==> config.mk <==
export PLATFORM = sky130hd
export DESIGN_NAME = regfile_wb_arbiter
export DESIGN_NICKNAME = d
export VERILOG_FILES = /design/src/rtl/regfile_wb_arbiter.sv
export SDC_FILE = /design/constraint.sdc
export NUM_CORES = 1
export LEC_CHECK = 0
export CAP_MARGIN = 20
export CORE_MARGIN = 1
export CORE_UTILIZATION = 43
export DETAILED_ROUTE_END_ITERATION = 10
export PLACE_DENSITY_LB_ADDON = 0.25
export SLEW_MARGIN = 5
export SYNTH_ARGS = -nofsm -noshare
export SYNTH_HDL_FRONTEND = slang
export SYNTH_SLANG_ARGS = --single-unit
==> constraint.sdc <==
create_clock -name clk -period 3.65 [get_ports clk]
set_input_delay 0.365 -clock clk [delete_from_list [all_inputs] [get_ports clk]]
set_output_delay 0.365 -clock clk [all_outputs]
set_load 0.1 [all_outputs]
==> src/rtl/regfile_wb_arbiter.sv <==
// Round-robin arbiter sharing the register file's single write port between
// the ALU writeback (source A) and the load writeback (source B).
module regfile_wb_arbiter #(
    parameter int DATA_W = 32,
    parameter int ADDR_W = 5,
    parameter int CNT_W  = 16
) (
    input  logic              clk,
    input  logic              rst_n,
    input  logic              hold,
    input  logic              a_valid,
    output logic              a_ready,
    input  logic [ADDR_W-1:0] a_reg,
    input  logic [DATA_W-1:0] a_data,
    input  logic              b_valid,
    output logic              b_ready,
    input  logic [ADDR_W-1:0] b_reg,
    input  logic [DATA_W-1:0] b_data,
    output logic [ADDR_W-1:0] write_reg,
    output logic [DATA_W-1:0] write_data,
    output logic              write_enable,
    output logic [CNT_W-1:0]  wr_count
);

    localparam logic GRANT_A = 1'b0;
    localparam logic GRANT_B = 1'b1;

    logic              last_grant_reg, last_grant_next;
    logic [ADDR_W-1:0] write_idx_reg, write_idx_next;
    logic [DATA_W-1:0] write_data_reg, write_data_next;
    logic              write_enable_reg, write_enable_next;
    logic [CNT_W-1:0]  wr_count_reg, wr_count_next;

    logic              pref_a;
    logic              accept;
    logic [ADDR_W-1:0] grant_idx;
    logic [DATA_W-1:0] grant_data;

    // A is preferred only when B took the last grant; readies are gated by reset.
    assign pref_a  = (last_grant_reg == GRANT_B);
    assign a_ready = rst_n && !hold && a_valid && (!b_valid || pref_a);
    assign b_ready = rst_n && !hold && b_valid && (!a_valid || !pref_a);
    assign accept  = a_ready || b_ready;

    assign grant_idx  = a_ready ? a_reg  : b_reg;
    assign grant_data = a_ready ? a_data : b_data;

    always_comb begin
        last_grant_next   = last_grant_reg;
        write_idx_next    = write_idx_reg;
        write_data_next   = write_data_reg;
        write_enable_next = 1'b0;
        if (accept) begin
            last_grant_next   = a_ready ? GRANT_A : GRANT_B;
            write_idx_next    = grant_idx;
            write_data_next   = grant_data;
            // Writes to register 0 are consumed but never strobed.
            write_enable_next = (grant_idx != '0);
        end
    end

    always_comb begin
        wr_count_next = wr_count_reg;
        if (write_enable_next && (wr_count_reg != '1)) begin
            wr_count_next = wr_count_reg + CNT_W'(1);
        end
    end

    always_ff @(posedge clk or negedge rst_n) begin
        if (!rst_n) begin
            last_grant_reg   <= GRANT_B;
            write_idx_reg    <= '0;
            write_data_reg   <= '0;
            write_enable_reg <= 1'b0;
            wr_count_reg     <= '0;
        end else begin
            last_grant_reg   <= last_grant_next;
            write_idx_reg    <= write_idx_next;
            write_data_reg   <= write_data_next;
            write_enable_reg <= write_enable_next;
            wr_count_reg     <= wr_count_next;
        end
    end

    assign write_reg    = write_idx_reg;
    assign write_data   = write_data_reg;
    assign write_enable = write_enable_reg;
    assign wr_count     = wr_count_reg;

endmodule
==> flow_summary.yaml, run 1 <==
setup_path:
  critical_path.max_fanout: 17
  path_cells: "dlygate4sd3_1 -> buf_2 -> nand3b_1 -> nor2_4 -> buf_4"
  worstPathArrival_ns: 2.27
  timing.critical_path.buf_inv: 3
  path_delay_family: "buffers and inverters"
  worstPathRequired_ns: 3.28
  start_kind: "primary input"
  ff2ff_path_depth: 6
  r2r_end: "wr_count[1]"
  crit_path_end_kind: "output pin"
  critical_path_class: "primary input to output pin"
  crit_path_max_incr_delay_ns: 0.52
  cpMaxStageDelayCell: "dlygate4sd3_1"
  rrSetupSlack_ns: 1.60
  r2r-start: "wr_count[0]"
synthesis:
  netlist_instances: 253
  ys_warn_count: 0
  avgSynthCellArea_um2: 10.2
  syn_nets: 333
  synth_ff_type: "dfrtp_1"
  synth-seq-cells: 55
  synthArstFlopShare_pct: 100
  synth_edf_count: 0
  yosysUniqueCellTypes: 29
  syn_area_um2: 2590
  synth_seq_area_share_pct: 53.2
clock_tree:
  clockBufferDepth: 2
  htree_levels: 2
  clk_pin_slew_worst_paths_ns: 0.09
  clk_latency_ns: 0.29
  cts_sinks: 55
  cts_buffers: 5
  cts_root_buf: "clkbuf_8"
  cts_tree: "built"
  cts_setup_buffers: 0
global_routing:
  grt_max_degree: 45
  antenna_found_initial: 0
  grt-ovfl-total: 0
  grt_pass1_vias: 2279
  grt_usage_pct: 21.5
  grt_first_pass_wirelength_um: 10500
die:
  chipWidth_um: 79.6
  coreArea_um2: 5640
  die_y_um: 79.6
  ios: 135
  rows: 27
  start_util_pct: 45.9
  dieArea_um2: 6340
sta:
  period_share_pct: 72.3
  final-max-slew-violation-count: 0
  fin_worst_skew_ns: 0.00595
  fin_crit_ns: 2.64
  fmaxAchievable_mhz: 379
  hold_viol: 0
  tightest_slew_ns: 1.02
  slew_headroom_pct: 31.6
  setup_viol: 0
  setup_tns_ns: 0
  rsz0062_at_grt: "no"
  fin_hold_ws_ns: 0.505
route:
  via_count: 2309
  drt-pass1-iter-count: 4
  wl_um: 6660
  ant_nets: 0
  first_iter_violations: 108
  post_drt_wl_per_cell_um: 14.5
  drc: 0
  avgViaCountPerCell: 5.04
final_layout:
  fin_util_pct: 72.5
  largest_register_ffs: 32
  area_growth_pct: 58.0
  nets: 465
  final_cell_area_um2: 4090
  drive_above_1_share_pct: 4.40
  layout_commonest_cell: "clkdlybuf4s50_1"
  layout_common_cells: "clkdlybuf4s50_1 (131), dfrtp_1 (54), nor2_1 (47)"
  antenna_cells: 0
  fillers: 430
placement:
  dp_hpwl_um: 5250
  numPortBuffers: 134
  gp_congestion: 0.849
  dpl_cell_area_um2: 4000
pwr:
  p_per_area_nw_per_um2: 564
  leakage_nw: 1.60
  worst_ir_drop_vdd_mv: 0.318
  p_total_mw: 2.31
worst_hold_path:
  min_to: "wr_count[15]"
  holdPathStages: 1
  hp-start: "wr_count[15]"
  hold_path.class: "register to register"
status:
  status: "finished clean"
run:
  max_cap_violations: 0
[metrics by stage]
stage	cells	setup WS (ns)
2_1_floorplan	253	1.08
3_3_place_gp	449	1.08
3_5_place_dp	449	1.07
4_1_cts	458	0.959
5_1_grt	458	0.836
6_report	458	1.01
[cell type report]
type	count	area (um2)	share of cell area [%]
clock buffers	7	76.3	1.86
clock inverters	1	5.00	0.122
inverters	1	3.75	0.0917
multi-input cells	184	1160	28.4
flip-flops and latches	55	1380	33.7
well taps	72	90.1	2.20
repair buffers	138	1380	33.6
[routing by layer]
metal  vias up  track usage, %  share of wire, %
met3         4            4.69               8.4
met2        92            36.7                48
met4         0            7.64              0.83
li1       1134               -                 -
met5         -               0                 0
met1      1079            26.6                43
[logic make-up after synthesis]
family	synth area share, %
buf+inv	2.46
xor+xnor	5.07
flops	53.2
simple gates	16.0
mux	14.7
fa+ha+maj	0.483
compound gates	8.02
[synthesized netlist by cell type (2+ instances only)]
master / n / area share (%)
nor2_1: 49 / 7.1
buf_2: 3 / 0.58
buf_1: 3 / 0.43
dfrtp_1: 54 / 52
mux2i_1: 37 / 14
nand3b_1: 3 / 0.87
and3_1: 4 / 0.97
nand2_1: 9 / 1.3
nand4_1: 7 / 1.7
xnor2_1: 10 / 3.4
clkbuf_1: 6 / 0.87
nor4_1: 2 / 0.48
a21oi_1: 39 / 7.5
or4_1: 2 / 0.58
nand3_1: 7 / 1.4
xor2_1: 5 / 1.7
[what timing repair did]
| action | CTS | global route |
|---|---|---|
| setup endpoints to repair | 0 | 0 |
| hold endpoints to repair | 13 | 0 |
| hold buffers | 1 | 0 |
| resized for setup | 0 | 0 |
[power breakdown]
part / leakage [nW] / switching (mW) / internal [mW]
registers: 0.646 / 0.0799 / 0.709
logic: 0.912 / 0.890 / 0.315
clock network: 0.0422 / 0.181 / 0.135
total: 1.60 / 1.15 / 1.16
[worst max-delay path by stage]
stage,endpoint,start,cells after the start
6_report,a_ready,rst_n,5
5_1_grt,a_ready,rst_n,5
4_1_cts,a_ready,rst_n,5
3_5_place_dp,wr_count[1],a_reg[3],6
3_3_place_gp,wr_count[1],a_reg[0],6
2_1_floorplan,wr_count[1],wr_count[0],6
[worst register-to-register path, cell delays in order (launching register included)]
cell and delay [ns]:
dfrtp_1 0.44, ha_1 0.23, nand3_1 0.15, nor4_1 0.45
nand2_1 0.19, nand2_1 0.14, mux2_2 0.34
Power figures use the tool's default switching activity.
==> run 2, diff against run 1 <==
- CORE_UTILIZATION: 43 -> 40
- clock period: 3.65 -> 2.6 ns (I/O delays scaled with it)
==> flow_summary.yaml, run 2 (synthesized netlist as in run 1, its figures left out) <==
sta:
  period_share_pct: 83.5
  slew_headroom_pct: 55.3
  final-max-slew-violation-count: 0
  hold_viol: 0
  setup_tns_ns: 0
  tightest_slew_ns: 0.670
  fin_hold_ws_ns: 0.471
  fin_crit_ns: 2.17
  setup_viol: 0
  rsz0062_at_grt: "no"
  fin_worst_skew_ns: 0.00827
  fmaxAchievable_mhz: 461
die:
  die_y_um: 82.5
  chipWidth_um: 82.5
  ios: 135
  start_util_pct: 42.5
  dieArea_um2: 6800
  rows: 28
  coreArea_um2: 6100
run:
  max_cap_violations: 0
final_layout:
  fillers: 516
  layout_commonest_cell: "clkdlybuf4s50_1"
  drive_above_1_share_pct: 19.1
  antenna_cells: 0
  layout_common_cells: "clkdlybuf4s50_1 (77), buf_4 (59), dfrtp_1 (54)"
  area_growth_pct: 54.7
  largest_register_ffs: 32
  nets: 467
global_routing:
  grt_usage_pct: 20.4
  grt_first_pass_wirelength_um: 10300
  grt_max_degree: 75
  grt-ovfl-total: 0
  grt_pass1_vias: 2109
  antenna_found_initial: 0
clock_tree:
  cts_tree: "built"
  postCtsHoldBufs: 1
  cts_setup_buffers: 0
  clk_pin_slew_worst_paths_ns: 0.10
  htree_levels: 2
  clk_latency_ns: 0.30
  clockBufferDepth: 2
  cts_resized: 0
  cts_buffers: 5
  cts_root_buf: "clkbuf_8"
  cts_sinks: 55
setup_path:
  start_kind: "primary input"
  timing.critical_path.buf_inv: 1
  r2r-start: "wr_count[0]"
  crit_path_end_kind: "register"
  rrSetupSlack_ns: 0.44
  worstPathRequired_ns: 2.79
  r2r_end: "wr_count[1]"
  worstPathArrival_ns: 2.36
  cp_common_cell: "or4_1"
  startpoint: "a_reg[3]"
  cp-endpoint: "wr_count[1]"
  crit_path_max_incr_delay_ns: 0.56
  ff2ff_path_depth: 6
  crit_cells: 6
  critical_path_class: "primary input to register"
  path_cells: "clkdlybuf4s50_1 -> or4_1 -> or4_1 -> and3_4 -> nand2_1 -> mux2_2"
  critical_path.max_fanout: 11
  path_delay_family: "simple AND/OR/NAND/NOR gates"
  cpMaxStageDelayCell: "or4_1"
route:
  drc: 0
  wl_um: 6840
  via_count: 2339
  ant_nets: 0
  first_iter_violations: 105
  post_drt_wl_per_cell_um: 14.8
  avgViaCountPerCell: 5.05
  drt-pass1-iter-count: 4
pwr:
  worst_ir_drop_vdd_mv: 0.465
  p_per_area_nw_per_um2: 814
  leakage_nw: 1.67
placement:
  numPortBuffers: 134
  dp_hpwl_um: 5330
  gp_congestion: 0.845
status:
  status: "finished clean"
worst_hold_path:
  hold_path.class: "primary input to async pin"
[run 2: changes by cell type in the layout (fill, tap and decap cells not counted)]
cell	before	now
clkinv_2	1	0
clkbuf_8	5	7
buf_12	1	2
buf_4	4	59
clkbuf_1	2	1
clkdlybuf4s50_1	131	77
[run 2: worst min path at each step]
stage	from	end	slack (ns)	cells after the start
global placement	rst_n	write_data[25]	0.26	2
finish	rst_n	write_data[25]	0.47	3
CTS	rst_n	write_data[25]	0.47	3
global route	rst_n	write_data[25]	0.50	3
floorplan	rst_n	wr_count[0]	-0.04	0
detailed placement	rst_n	write_data[25]	0.26	2
[run 2: worst register-to-register path, stage by stage (launching register included)]
cell and delay (ns):
dfrtp_1 0.45, ha_1 0.23, nand3_1 0.15, nor4_1 0.53, nand2_1 0.20, nand2_1 0.15, mux2_2 0.34
[run 2: per-layer routing]
layer / track usage, % / wire length [um] / up-vias / share of wire [%]
met4: 6.67 / 121 / 0 / 1.8
met1: 27.5 / 2880 / 1088 / 42
met5: 0 / 0 / - / 0
met2: 32.4 / 3230 / 95 / 47
li1: - / - / 1148 / -
met3: 4.73 / 608 / 8 / 8.9
[run 2: power by group]
| group | switching (mW) | internal, mW |
|---|---|---|
| clock | 0.259 | 0.244 |
| sequential | 0.115 | 0.995 |
| combinational | 1.25 | 0.399 |
| total | 1.62 | 1.64 |
[run 2: layout make-up]
cell class                 count  area [um2]  area share [%]
timing repair buffer         140        1270            31.7
inverter                       1        3.75          0.0937
tap                           75        93.8            2.34
clock buffer                   8         100            2.50
sequential                    55        1380            34.4
multi-input combinational    184        1160            29.0
[run 2: per-stage QoR]
stage	instances	setup slack [ns]	utilization [%]	cell area, um2	power (mW)
2_1_floorplan	253	0.0309	-	2590	2.32
3_3_place_gp	454	0.158	63.9	3900	2.76
3_5_place_dp	454	0.137	63.9	3900	2.78
4_1_cts	463	0.453	65.7	4010	3.29
5_1_grt	463	0.282	65.7	4010	3.41
6_report	463	0.430	65.7	4010	3.26
==> run 3, diff against run 2 <==
- clock period: 2.6 -> 2.06 ns (I/O delays scaled with it)
==> flow_summary.yaml, run 3 (synthesized netlist as in run 1, its figures left out) <==
clock_tree:
  clk_latency_ns: 0.30
  htree_levels: 2
  cts_setup_buffers: 0
  cts_root_buf: "clkbuf_8"
  cts_sinks: 55
  cts_buffers: 5
  clk_pin_slew_worst_paths_ns: 0.09
  cts_tree: "built"
  clockBufferDepth: 2
sta:
  fin_crit_ns: 2.01
  rsz0062_at_grt: "no"
  hold_viol: 0
  fmaxAchievable_mhz: 499
  period_share_pct: 97.4
  slew_headroom_pct: 69.5
  tightest_slew_ns: 0.458
  setup_tns_ns: 0
  final-max-slew-violation-count: 0
  setup_viol: 0
  fin_worst_skew_ns: 0.00509
  fin_hold_ws_ns: 0.278
setup_path:
  worstPathRequired_ns: 2.25
  critical_path_class: "primary input to register"
  start_kind: "primary input"
  r2r_end: "wr_count[1]"
  startpoint: "a_reg[0]"
  critical_path.max_fanout: 5
  crit_path_end_kind: "register"
  timing.critical_path.buf_inv: 1
  ff2ff_path_depth: 6
  cpMaxStageDelayCell: "or4_4"
  cp_common_cell: "or4_4"
  path_cells: "clkdlybuf4s50_1 -> or4_4 -> or4_4 -> and3_4 -> nand2_2 -> mux2_2"
  cp-endpoint: "wr_count[1]"
  crit_cells: 6
  r2r-start: "wr_count[0]"
  crit_path_max_incr_delay_ns: 0.53
  rrSetupSlack_ns: 0.12
  path_delay_family: "simple AND/OR/NAND/NOR gates"
  worstPathArrival_ns: 2.20
route:
  drc: 0
  wl_um: 6630
  via_count: 2321
  ant_nets: 0
  first_iter_violations: 90
  drt-pass1-iter-count: 4
  post_drt_wl_per_cell_um: 14.0
  avgViaCountPerCell: 4.91
pwr:
  leakage_nw: 1.72
  p_per_area_nw_per_um2: 994
  p_total_mw: 4.11
  worst_ir_drop_vdd_mv: 1.39
final_layout:
  antenna_cells: 0
  nets: 477
  drive_above_1_share_pct: 24.6
  multi_input_area_um2: 1180
  largest_register_ffs: 32
  layout_commonest_cell: "clkdlybuf4s50_1"
  area_growth_pct: 59.7
  fillers: 494
  layout_common_cells: "clkdlybuf4s50_1 (76), buf_4 (67), nor2_1 (47)"
  seq_area_um2: 1400
status:
  status: "finished clean"
worst_hold_path:
  hold_path.class: "primary input to register"
die:
  chipWidth_um: 82.5
  coreArea_um2: 6100
  ios: 135
  dieArea_um2: 6800
  rows: 28
  start_util_pct: 42.5
  die_y_um: 82.5
global_routing:
  grt_first_pass_wirelength_um: 9970
  grt_usage_pct: 19.6
  grt-ovfl-total: 0
  grt_pass1_vias: 2205
  antenna_found_initial: 0
  grt_max_degree: 61
placement:
  dp_hpwl_um: 5200
  gp_congestion: 0.787
  numPortBuffers: 134
run:
  max_cap_violations: 0
[run 3: cell count changes in the layout (fill, tap and decap cells not counted), sizes merged]
cell	before	now
dlymetal6s2s	0	1
clkbuf	8	7
clkdlybuf4s50	77	76
buf	62	72
clkinv	0	1
[run 3: worst min-delay path: stages]
cell	delay, ns
dlymetal6s2s_1	0.11
mux2i_1	0.09
a21oi_1	0.13
[run 3: area by class of cell]
type | instances | share of cell area [%]
Sequential cell | 55 | 33.7
Timing Repair Buffer | 150 | 33.2
Multi-Input combinational cell | 184 | 28.5
Tap cell | 75 | 2.27
Clock buffer | 7 | 2.09
Clock inverter | 1 | 0.121
Inverter | 1 | 0.0908
[run 3: where the power goes]
part | leakage (nW) | switching, mW | total (mW) | internal [mW]
logic | 1.05 | 1.57 | 2.09 | 0.521
clock network | 0.0482 | 0.328 | 0.600 | 0.272
registers | 0.631 | 0.142 | 1.42 | 1.28
total | 1.72 | 2.04 | 4.11 | 2.07
[run 3: per-layer routing]
| metal | global-route usage (%) | vias up | part of all wire, % | routed length [um] |
|---|---|---|---|---|
| met5 | 0 | - | 0 | 0 |
| met4 | 5.44 | 0 | 0.98 | 65 |
| met3 | 3.96 | 8 | 6.3 | 418 |
| met2 | 35.0 | 71 | 51 | 3390 |
| met1 | 23.9 | 1076 | 42 | 2760 |
| li1 | - | 1166 | - | - |
[run 3: through the flow]
step	cell area [um2]	setup slack (ns)	cells	utilization (%)
after detailed placement	4020	-0.344	464	65.9
after global routing	4140	0.00204	473	67.8
after CTS	4120	0.0202	473	67.7
final	4140	0.0544	473	67.8
after global placement	4020	-0.323	464	65.9
after floorplan	2620	-0.0844	253	-
[run 3: what timing repair did]
item	in CTS	in global routing
pin swaps	0	1
hold buffers	1	0
endpoints found under the hold margin	17	0
setup endpoints to repair	1	1
gates resized for setup	2	3
[run 3: how the worst min path moves through the flow]
stage               startpoint             end  cells after the start
detailed placement       rst_n  write_data[10]                      2
global route          a_reg[4]    write_reg[4]                      3
finish                a_reg[4]    write_reg[4]                      3
floorplan                rst_n    wr_count[10]                      0
CTS                      rst_n  write_data[17]                      3
global placement         rst_n  write_data[23]                      2
